$ cat config.mk
export PLATFORM = sky130hd
export DESIGN_NAME = keypad_replayer
export DESIGN_NICKNAME = d
export VERILOG_FILES = /design/src/rtl/keypad_replayer.sv
export SDC_FILE = /design/constraint.sdc
export NUM_CORES = 1
export LEC_CHECK = 0
export BUFFER_PORTS_ARGS = -buffer_cell sky130_fd_sc_hd__buf_2
export CAP_MARGIN = 0
export CORE_ASPECT_RATIO = 0.6
export CORE_MARGIN = 4
export CORE_UTILIZATION = 55
export CTS_CLUSTER_SIZE = 30
export DETAILED_ROUTE_END_ITERATION = 6
export GPL_TIMING_DRIVEN = 0
export PLACE_DENSITY = 0.75
export SYNTH_ARGS = -nofsm -noshare
export SYNTH_HDL_FRONTEND = slang
export SYNTH_SLANG_ARGS = --single-unit
$ cat constraint.sdc
create_clock -name Clk -period 3.3 [get_ports Clk]
set_clock_uncertainty 0.1 [all_clocks]
set_input_delay 0.33 -clock Clk [delete_from_list [all_inputs] [get_ports Clk]]
set_output_delay 0.33 -clock Clk [all_outputs]
set_load 0.01 [all_outputs]
$ cat src/rtl/keypad_replayer.sv
// Keypad-matrix emulator: replays queued 4-bit keycodes as timed presses on a 4x4 row/column matrix.
// Latency: a code pushed into an empty queue with the FSM idle is pressed from the next edge; row_out follows col_in combinationally.
// Backpressure: key_ready = !full of a 4-entry queue; a full queue refuses pushes even when it pops in the same cycle.

module kr_fifo #(
    parameter int WIDTH = 4,
    parameter int DEPTH = 4
) (
    input  logic             Clk,
    input  logic             reset,
    input  logic             clr_i,
    input  logic             push_i,
    input  logic [WIDTH-1:0] push_dat_i,
    input  logic             pop_i,
    output logic [WIDTH-1:0] pop_dat_o,
    output logic             full_o,
    output logic             empty_o
);
    localparam int AW = (DEPTH > 1) ? $clog2(DEPTH) : 1;
    localparam logic [AW-1:0] LAST_PTR = AW'(DEPTH - 1);
    localparam logic [AW:0]   FULL_CNT = (AW + 1)'(DEPTH);

    logic [WIDTH-1:0] mem_q [DEPTH];
    logic [AW-1:0]    wr_ptr_q, rd_ptr_q;
    logic [AW:0]      cnt_q;
    logic             push_ok, pop_ok;

    assign full_o    = (cnt_q == FULL_CNT);
    assign empty_o   = (cnt_q == '0);
    assign push_ok   = push_i && !full_o && !clr_i;
    assign pop_ok    = pop_i && !empty_o && !clr_i;
    assign pop_dat_o = mem_q[rd_ptr_q];

    always_ff @(posedge Clk) begin
        if (push_ok) begin
            mem_q[wr_ptr_q] <= push_dat_i;
        end
    end

    always_ff @(posedge Clk or negedge reset) begin
        if (!reset) begin
            wr_ptr_q <= '0;
            rd_ptr_q <= '0;
            cnt_q    <= '0;
        end else if (clr_i) begin
            wr_ptr_q <= '0;
            rd_ptr_q <= '0;
            cnt_q    <= '0;
        end else begin
            if (push_ok) begin
                wr_ptr_q <= (wr_ptr_q == LAST_PTR) ? '0 : wr_ptr_q + AW'(1);
            end
            if (pop_ok) begin
                rd_ptr_q <= (rd_ptr_q == LAST_PTR) ? '0 : rd_ptr_q + AW'(1);
            end
            case ({push_ok, pop_ok})
                2'b10:   cnt_q <= cnt_q + (AW + 1)'(1);
                2'b01:   cnt_q <= cnt_q - (AW + 1)'(1);
                default: cnt_q <= cnt_q;
            endcase
        end
    end
endmodule

module keypad_replayer #(
    parameter int HOLD_CYCLES = 240000,
    parameter int GAP_CYCLES  = 240000
) (
    input  logic       Clk,
    input  logic       reset,
    input  logic       flush,
    input  logic       key_valid,
    input  logic [3:0] key_code,
    output logic       key_ready,
    input  logic [3:0] col_in,
    output logic [3:0] row_out,
    output logic       pressing,
    output logic       busy,
    output logic [7:0] keys_sent
);
    localparam int MAXC = (HOLD_CYCLES > GAP_CYCLES) ? HOLD_CYCLES : GAP_CYCLES;
    localparam int CW   = (MAXC > 1) ? $clog2(MAXC) : 1;
    localparam logic [CW-1:0] HOLD_LAST = CW'(HOLD_CYCLES - 1);
    localparam logic [CW-1:0] GAP_LAST  = CW'(GAP_CYCLES - 1);

    typedef enum logic [1:0] {
        IDLE  = 2'd0,
        PRESS = 2'd1,
        GAP   = 2'd2
    } state_t;

    state_t      state_q;
    logic [CW-1:0] cnt_q;
    logic [3:0]  cur_code_q;
    logic        pressing_q;
    logic [7:0]  keys_sent_q;

    logic        fifo_full, fifo_empty, fifo_pop;
    logic [3:0]  fifo_dat;
    logic [1:0]  key_row, key_col;

    assign fifo_pop = (state_q == IDLE) && !fifo_empty && !flush;

    kr_fifo #(.WIDTH(4), .DEPTH(4)) u_fifo (
        .Clk        (Clk),
        .reset      (reset),
        .clr_i      (flush),
        .push_i     (key_valid),
        .push_dat_i (key_code),
        .pop_i      (fifo_pop),
        .pop_dat_o  (fifo_dat),
        .full_o     (fifo_full),
        .empty_o    (fifo_empty)
    );

    always_ff @(posedge Clk or negedge reset) begin
        if (!reset) begin
            state_q     <= IDLE;
            cnt_q       <= '0;
            cur_code_q  <= '0;
            pressing_q  <= 1'b0;
            keys_sent_q <= '0;
        end else if (flush) begin
            state_q    <= IDLE;
            cnt_q      <= '0;
            pressing_q <= 1'b0;
        end else begin
            case (state_q)
                IDLE: begin
                    if (!fifo_empty) begin
                        cur_code_q <= fifo_dat;
                        cnt_q      <= '0;
                        pressing_q <= 1'b1;
                        state_q    <= PRESS;
                    end
                end
                PRESS: begin
                    if (cnt_q == HOLD_LAST) begin
                        cnt_q       <= '0;
                        pressing_q  <= 1'b0;
                        keys_sent_q <= keys_sent_q + 8'd1;
                        state_q     <= GAP;
                    end else begin
                        cnt_q <= cnt_q + CW'(1);
                    end
                end
                GAP: begin
                    if (cnt_q == GAP_LAST) begin
                        cnt_q   <= '0;
                        state_q <= IDLE;
                    end else begin
                        cnt_q <= cnt_q + CW'(1);
                    end
                end
                default: begin
                    cnt_q      <= '0;
                    pressing_q <= 1'b0;
                    state_q    <= IDLE;
                end
            endcase
        end
    end

    // Physical keymap: r0 = 1 2 3 A, r1 = 4 5 6 B, r2 = 7 8 9 C, r3 = 0 F E D
    always_comb begin
        key_row = 2'd0;
        key_col = 2'd0;
        case (cur_code_q)
            4'h1: begin key_row = 2'd0; key_col = 2'd0; end
            4'h2: begin key_row = 2'd0; key_col = 2'd1; end
            4'h3: begin key_row = 2'd0; key_col = 2'd2; end
            4'hA: begin key_row = 2'd0; key_col = 2'd3; end
            4'h4: begin key_row = 2'd1; key_col = 2'd0; end
            4'h5: begin key_row = 2'd1; key_col = 2'd1; end
            4'h6: begin key_row = 2'd1; key_col = 2'd2; end
            4'hB: begin key_row = 2'd1; key_col = 2'd3; end
            4'h7: begin key_row = 2'd2; key_col = 2'd0; end
            4'h8: begin key_row = 2'd2; key_col = 2'd1; end
            4'h9: begin key_row = 2'd2; key_col = 2'd2; end
            4'hC: begin key_row = 2'd2; key_col = 2'd3; end
            4'h0: begin key_row = 2'd3; key_col = 2'd0; end
            4'hF: begin key_row = 2'd3; key_col = 2'd1; end
            4'hE: begin key_row = 2'd3; key_col = 2'd2; end
            4'hD: begin key_row = 2'd3; key_col = 2'd3; end
            default: begin key_row = 2'd0; key_col = 2'd0; end
        endcase
    end

    // Behaves like a closed switch: the column drive reaches the row line with no register in between.
    always_comb begin
        row_out = 4'hF;
        if ((state_q == PRESS) && !col_in[key_col]) begin
            row_out[key_row] = 1'b0;
        end
    end

    assign key_ready = !fifo_full;
    assign pressing  = pressing_q;
    assign busy      = (state_q != IDLE) || !fifo_empty;
    assign keys_sent = keys_sent_q;
endmodule

After elaboration in Yosys (flattened, before gate mapping)
Memories as Yosys holds them, arrays and structs flattened. A register that Yosys moved wholly into a read port is not among the register bits.
Cells that the tools add are included.
{ "op_classes": {"bitwise_logic": 3, "n_addsub": 6, "order_cmp": 3, "n_mux": 28, "n_eq_ne": 12, "n_reduce_logical": 25} }
{ "op_table": {"columns": ["op", "count"], "rows": [
  ["$mux 18", 3],
  ["$pmux 18 s2", 1],
  ["$mux 2", 10],
  ["$add 18x1->18 const B", 1],
  ["$eq 18x18->1 const B", 1],
  ["$reduce_and 3->1", 4],
  ["$ne 3x3->1 const B", 3],
  ["$add 8x1->8 const B", 1],
  ["$eq 2x2->1 const B", 4],
  ["$logic_and 1x1->1", 8],
  ["$mux 1", 7],
  ["$lt 2x3->1 const B", 2],
  ["$pmux 2 s3", 1],
  ["$pmux 3 s2", 1],
  ["$reduce_bool 2->1", 3],
  ["$logic_not 1->1", 5],
  ["$add 2x1->2 const B", 2],
  ["$eq 2x1->1 const B", 2],
  ["$mux 4", 1],
  ["$not 4->4", 1],
  ["$add 3x1->3 const B", 1],
  ["$eq 3x3->1 const B", 1],
  ["$logic_not 3->1", 1],
  ["$mux 3", 1],
  ["11 further kinds", 12]
]} }
{ "word_totals": {"inputBits": 12, "register_bits": 36, "romBits": 64, "mem_bits_rw": 16, "mem_count": 2, "word_cells": 86} }
{ "memory_table": {"columns": ["memory", "depth", "width", "rd", "rd_clocked_by_memory_dff", "write_ports", "line_no", "text"], "rows": [
  ["(name not given)", 16, 4, 1, 0, 0, "168", "case (cur_code_q)"],
  ["u_fifo.mem_q", 4, 4, 1, 1, 1, "23", "logic [WIDTH-1:0] mem_q [DEPTH];"]
]} }

Logic depth before layout (Yosys ltp)
{ "logic_depth": {"depth_word": 9, "depth_mapped": 11, "depth_no_buf": 10} }

By module
From an unflattened synthesis, not the netlist that was laid out.
{ "hier_totals": {"cells_unflattened": 293, "area_unflattened_um2": 3089.2} }
{ "by_module_without_submodules": {"columns": ["mod", "cells_per_inst", "instances", "seq_area_each_um2", "area_each_um2"], "rows": [
  ["keypad_replayer", 208, 1, 825.8, 1923.1],
  ["kr_fifo", 85, 1, 655.6, 1166.1]
]} }

Worst setup path after synthesis
Ideal clock, no wire load.
{ "synth_path": {"path_type": "register -> register", "startpoint": "register state_q[0]", "endpoint": "register u_fifo.cnt_q[1]", "arrival_ns": 2.186, "n_path_buf": 1, "stages_incl_launch_ff": 12, "setup_ns": 0.130, "slack_ns": 0.883, "path_cell_list": "dfrtp_1 inv_1 ha_1 buf_2 nand2b_1 nor2_1 inv_1 a21oi_1 fa_1 nand3_1 o21ai_0 o2bb2ai_1"} }
{ "synth_via": {"elab_chain_cells": 8} }
{ "synth_lines": {"columns": ["element", "line_no", "text"], "rows": [
  ["from (decl)", "92", "state_t state_q;"],
  ["from (signal assigned)", "118", "state_q <= IDLE;"],
  ["from (signal assigned)", "124", "state_q <= IDLE;"],
  ["from (signal assigned)", "134", "state_q <= PRESS;"],
  ["$logic_not 2->1 (*)", "102", "assign fifo_pop = (state_q == IDLE) && !fifo_empty && !flush;"],
  ["$logic_and 1x1->1 (*) (2 in series)", "102", null],
  ["$logic_and 1x1->1 (*) (2 in series)", "31", "assign pop_ok = pop_i && !empty_o && !clr_i;"],
  ["$eq 2x1->1 or $eq 2x2->1 (tied branches)", "56", "case ({push_ok, pop_ok})"],
  ["$pmux 3 s2", "56", null],
  ["$mux 3", "45", "end else if (clr_i) begin"],
  ["to (signal assigned)", "57", "2'b10: cnt_q <= cnt_q + (AW + 1)'(1);"],
  ["to (signal assigned)", "58", "2'b01: cnt_q <= cnt_q - (AW + 1)'(1);"],
  ["to (signal assigned)", "59", "default: cnt_q <= cnt_q;"],
  ["to (decl)", "25", "logic [AW:0] cnt_q;"]
]} }
Mark *: on every way between the ends. The rest lies on a longest branch, timed or not.
A chain may end at the register's enable or synchronous reset.

Worst setup path in the final report
{ "layout_path": {"startpoint": "register state_q[1]", "endpoint": "register u_fifo.cnt_q[1]"} }
Same word-level chain as after synthesis.

==> results.md <==
* Worst path top cell family by delay: simple AND/OR/NAND/NOR gates
* Initial Util at 58.3%
* Total CTS buffers at 5
* Initial antenna violation count at 0
* DRC viols at 0
* Slew Viols, Final at 0
* Fmax at approximately 350 MHz
* Register area share after synthesis at 48.8%
* Final period util at between 80 and 90%
* Max VDD drop at 0.335 mV
* Area growth syn-to-layout at 10.1%
* Critical Path RT at 3.39 ns
* Endpoints failing setup at 0
* # Max-Cap Violations at 0
* Depth of the CTS H-tree at 2
* Share of the synthesized area in the top cell type at between 30% and 40%
* Top_reg_cell synth: dfrtp_1
* Clock Tree Buf Depth at 2
* Arr. time, crit path at 2.96 ns
* Post-CTS Resized at 0
* CP Buf/Inv Count at 3
* Final Wtd Congestion at 0.825
* PnR worst setup slack at roughly 0.43 ns
* Critical path class: register to register
* Async set-or-reset flop fraction in the synthesized netlist at 71.4%
* Slew margin rel. at 41.5%
* Worst reg2reg path depth at 11
* CP startpoint kind: register
* CTS hold repair buffers at 0
* Overall power at 2.14 mW
* DP HPWL at 4.51 mm
* Worst path max stage delay at 0.55 ns
* Worst Hold Class: input port to async pin
* Grt ovf at 0
* Reg2reg start: state_q[1]$_DFFE_PN0P_
* Post-synth top area cell: dfrtp_1
* Clock-pin slew on the worst setup and hold paths at 0.10 ns
* TritonCTS Sinks at 56
* Ratio of cells with drive above 1 in the final layout at 16.0%
* Number of setup buffers added after CTS at 0
* Wirelength per Cell at roughly 15 um
* Post-synth EDFFs at 16
* Final nets at 348
* I/O pin count at 27
* Core region area at around 5200 sq um
* Worst r2r dst: u_fifo.cnt_q[1]$_DFFE_PN0P_
* Final ANT Viol Nets at 0
* Vias in the first global route at 2160
* Cell with the most instances after synthesis: dfrtp_1
* Critical-path top delay cell: nor2_1
* Synthesized area per cell at 10.4 sq um
* PwrDens at between 600 and 700 nW/um^2
* Yosys warning count at 0
* Clk_lat worst skew at 0.32 ns
* Synth top area cells: dfrtp_1 33%, edfxtp_1 16%, xor2_1 4.3%
* Total die area at 6810 sq um
* Drt via density at 5.80
* Mapped Area at 3030 sq um
* Total Wirelength at approximately 6.1 mm
* Final Hold Fails at 0
* Via count at 2275
* DRT Pass-1 Iters at 4
* Syn Nets at 315
* Mapped Cells at about 290
* Root Driver: clkbuf_8
* Number of antenna diodes at 0
* Site Rows at 20
* Die Wd at 104 um
* Tmin final at 2.87 ns
* RSZ-0062 raised after global routing: false
* CTS tree: done
* Setup WS pre-CTS at 0.468 ns
* Port buffer count at 26
* Top cell by count, worst path: inv_1
* Total GRT Usage at 19.9%
* Register bit total from synthesis at 56
* DR iter-0 viols at ~100
* Crit-path max FO at 10
* Die Y at 65.5 um
* Critical path endpoint category: register
* Status: completed
* Top post-synthesis cells by count: 40 x dfrtp_1, 34 x nand2_1, 29 x nor2_1
* Setup TNS at 0 ns
* Reg2reg setup slack at approximately 0.43 ns
* Unique cell type count in the Yosys netlist at 51
* First-pass GRT wire length at 10.7 mm
* P_leak at 1.39 nW
* Largest net degree at the start of global routing at 41
* Worst Max-Slew Pin Slew at 0.878 ns
* Crit path cell chain: inv_1 > ha_1 > buf_2 > nand2b_1 > nor2_1 > inv_1 > a21oi_1 > fa_1 > nand3_1 > o21ai_0 > o2bb2ai_1
cell families after synthesis:
| family | Yosys count | share of synthesized area, % |
|---|---|---|
| fa+ha+maj | 11 | 4.79 |
| compound gates | 41 | 9.20 |
| xor+xnor | 24 | 6.93 |
| simple gates | 127 | 22.1 |
| mux | 10 | 5.16 |
| buf+inv | 23 | 3.01 |
| flops | 56 | 48.8 |
cells in the final DEF (no fill, tap or decap), types with 6 or more instances in the layout:
cell type,netlist,final
and3_1,6,6
xor2_1,15,15
xnor2_1,9,9
nor3_1,7,7
nand2_1,34,34
a21oi_1,8,8
nor2_1,29,29
nand3_1,16,16
o21ai_0,7,7
inv_1,11,11
buf_2,4,30
dfrtp_1,40,40
ha_1,10,10
edfxtp_1,16,16
area by class of cell:
type / instances / area [sq um]
multi-input cells: 213 / 1460
inverters: 11 / 41.3
fillers: 422 / 1860
repair buffers: 26 / 130
plain buffers: 12 / 50.0
clock buffers: 5 / 68.8
clock inverters: 3 / 26.3
flip-flops and latches: 56 / 1480
well taps: 66 / 82.6
state kept, by name, indices dropped and copies added, names as in the netlist, 2 cells and up:
signal / flops
cur_code_q: 4
state_q: 2
u_fifo.mem_q: 16
u_fifo.rd_ptr_q: 2
cnt_q: 18
keys_sent: 8
u_fifo.wr_ptr_q: 2
u_fifo.cnt_q: 3
routing by layer:
metal / global-route usage (%) / share of wire, %
met5: 0 / 0
met4: 5.64 / 1.0
met3: 4.32 / 6.3
met2: 28.2 / 41
met1: 30.4 / 52
report_power, final:
group          leakage, nW  total [mW]  switching, mW  internal (mW)
clock network       0.0491       0.387          0.231          0.156
registers            0.684       0.861         0.0675          0.793
logic                0.656       0.896          0.546          0.350
how the worst max path moves through the flow:
| stage | cells past startpoint | from | slack, ns | endpoint |
|---|---|---|---|---|
| floorplan | 11 | state_q[0]$_DFFE_PN0P_ | 0.88 | u_fifo.cnt_q[1]$_DFFE_PN0P_ |
| global placement | 11 | state_q[1]$_DFFE_PN0P_ | 0.51 | u_fifo.cnt_q[1]$_DFFE_PN0P_ |
| detailed placement | 11 | state_q[1]$_DFFE_PN0P_ | 0.47 | u_fifo.cnt_q[1]$_DFFE_PN0P_ |
| CTS | 11 | state_q[1]$_DFFE_PN0P_ | 0.42 | u_fifo.cnt_q[1]$_DFFE_PN0P_ |
| global route | 11 | state_q[1]$_DFFE_PN0P_ | 0.13 | u_fifo.cnt_q[1]$_DFFE_PN0P_ |
| finish | 11 | state_q[1]$_DFFE_PN0P_ | 0.43 | u_fifo.cnt_q[1]$_DFFE_PN0P_ |
through the flow:
| stage | cells | utilization, % | area, sq um | hold WS [ns] |
|---|---|---|---|---|
| finish | 392 | 64.2 | 3340 | 0.0136 |
| global route | 392 | 64.2 | 3340 | 0.110 |
| CTS | 392 | 64.2 | 3340 | 0.0601 |
| detailed placement | 384 | 62.4 | 3250 | 0.354 |
| global placement | 384 | 62.4 | 3250 | 0.354 |
| floorplan | 292 | - | 3030 | -0.0656 |
worst register-to-register path: stages (launching register included):
cell and delay, ns:
dfrtp_1 0.44, inv_1 0.12, ha_1 0.14, buf_2 0.19, nand2b_1 0.09, nor2_1 0.55
inv_1 0.17, a21oi_1 0.19, fa_1 0.45, nand3_1 0.08, o21ai_0 0.07, o2bb2ai_1 0.15
No activity file was read; power rests on OpenSTA's default activity.
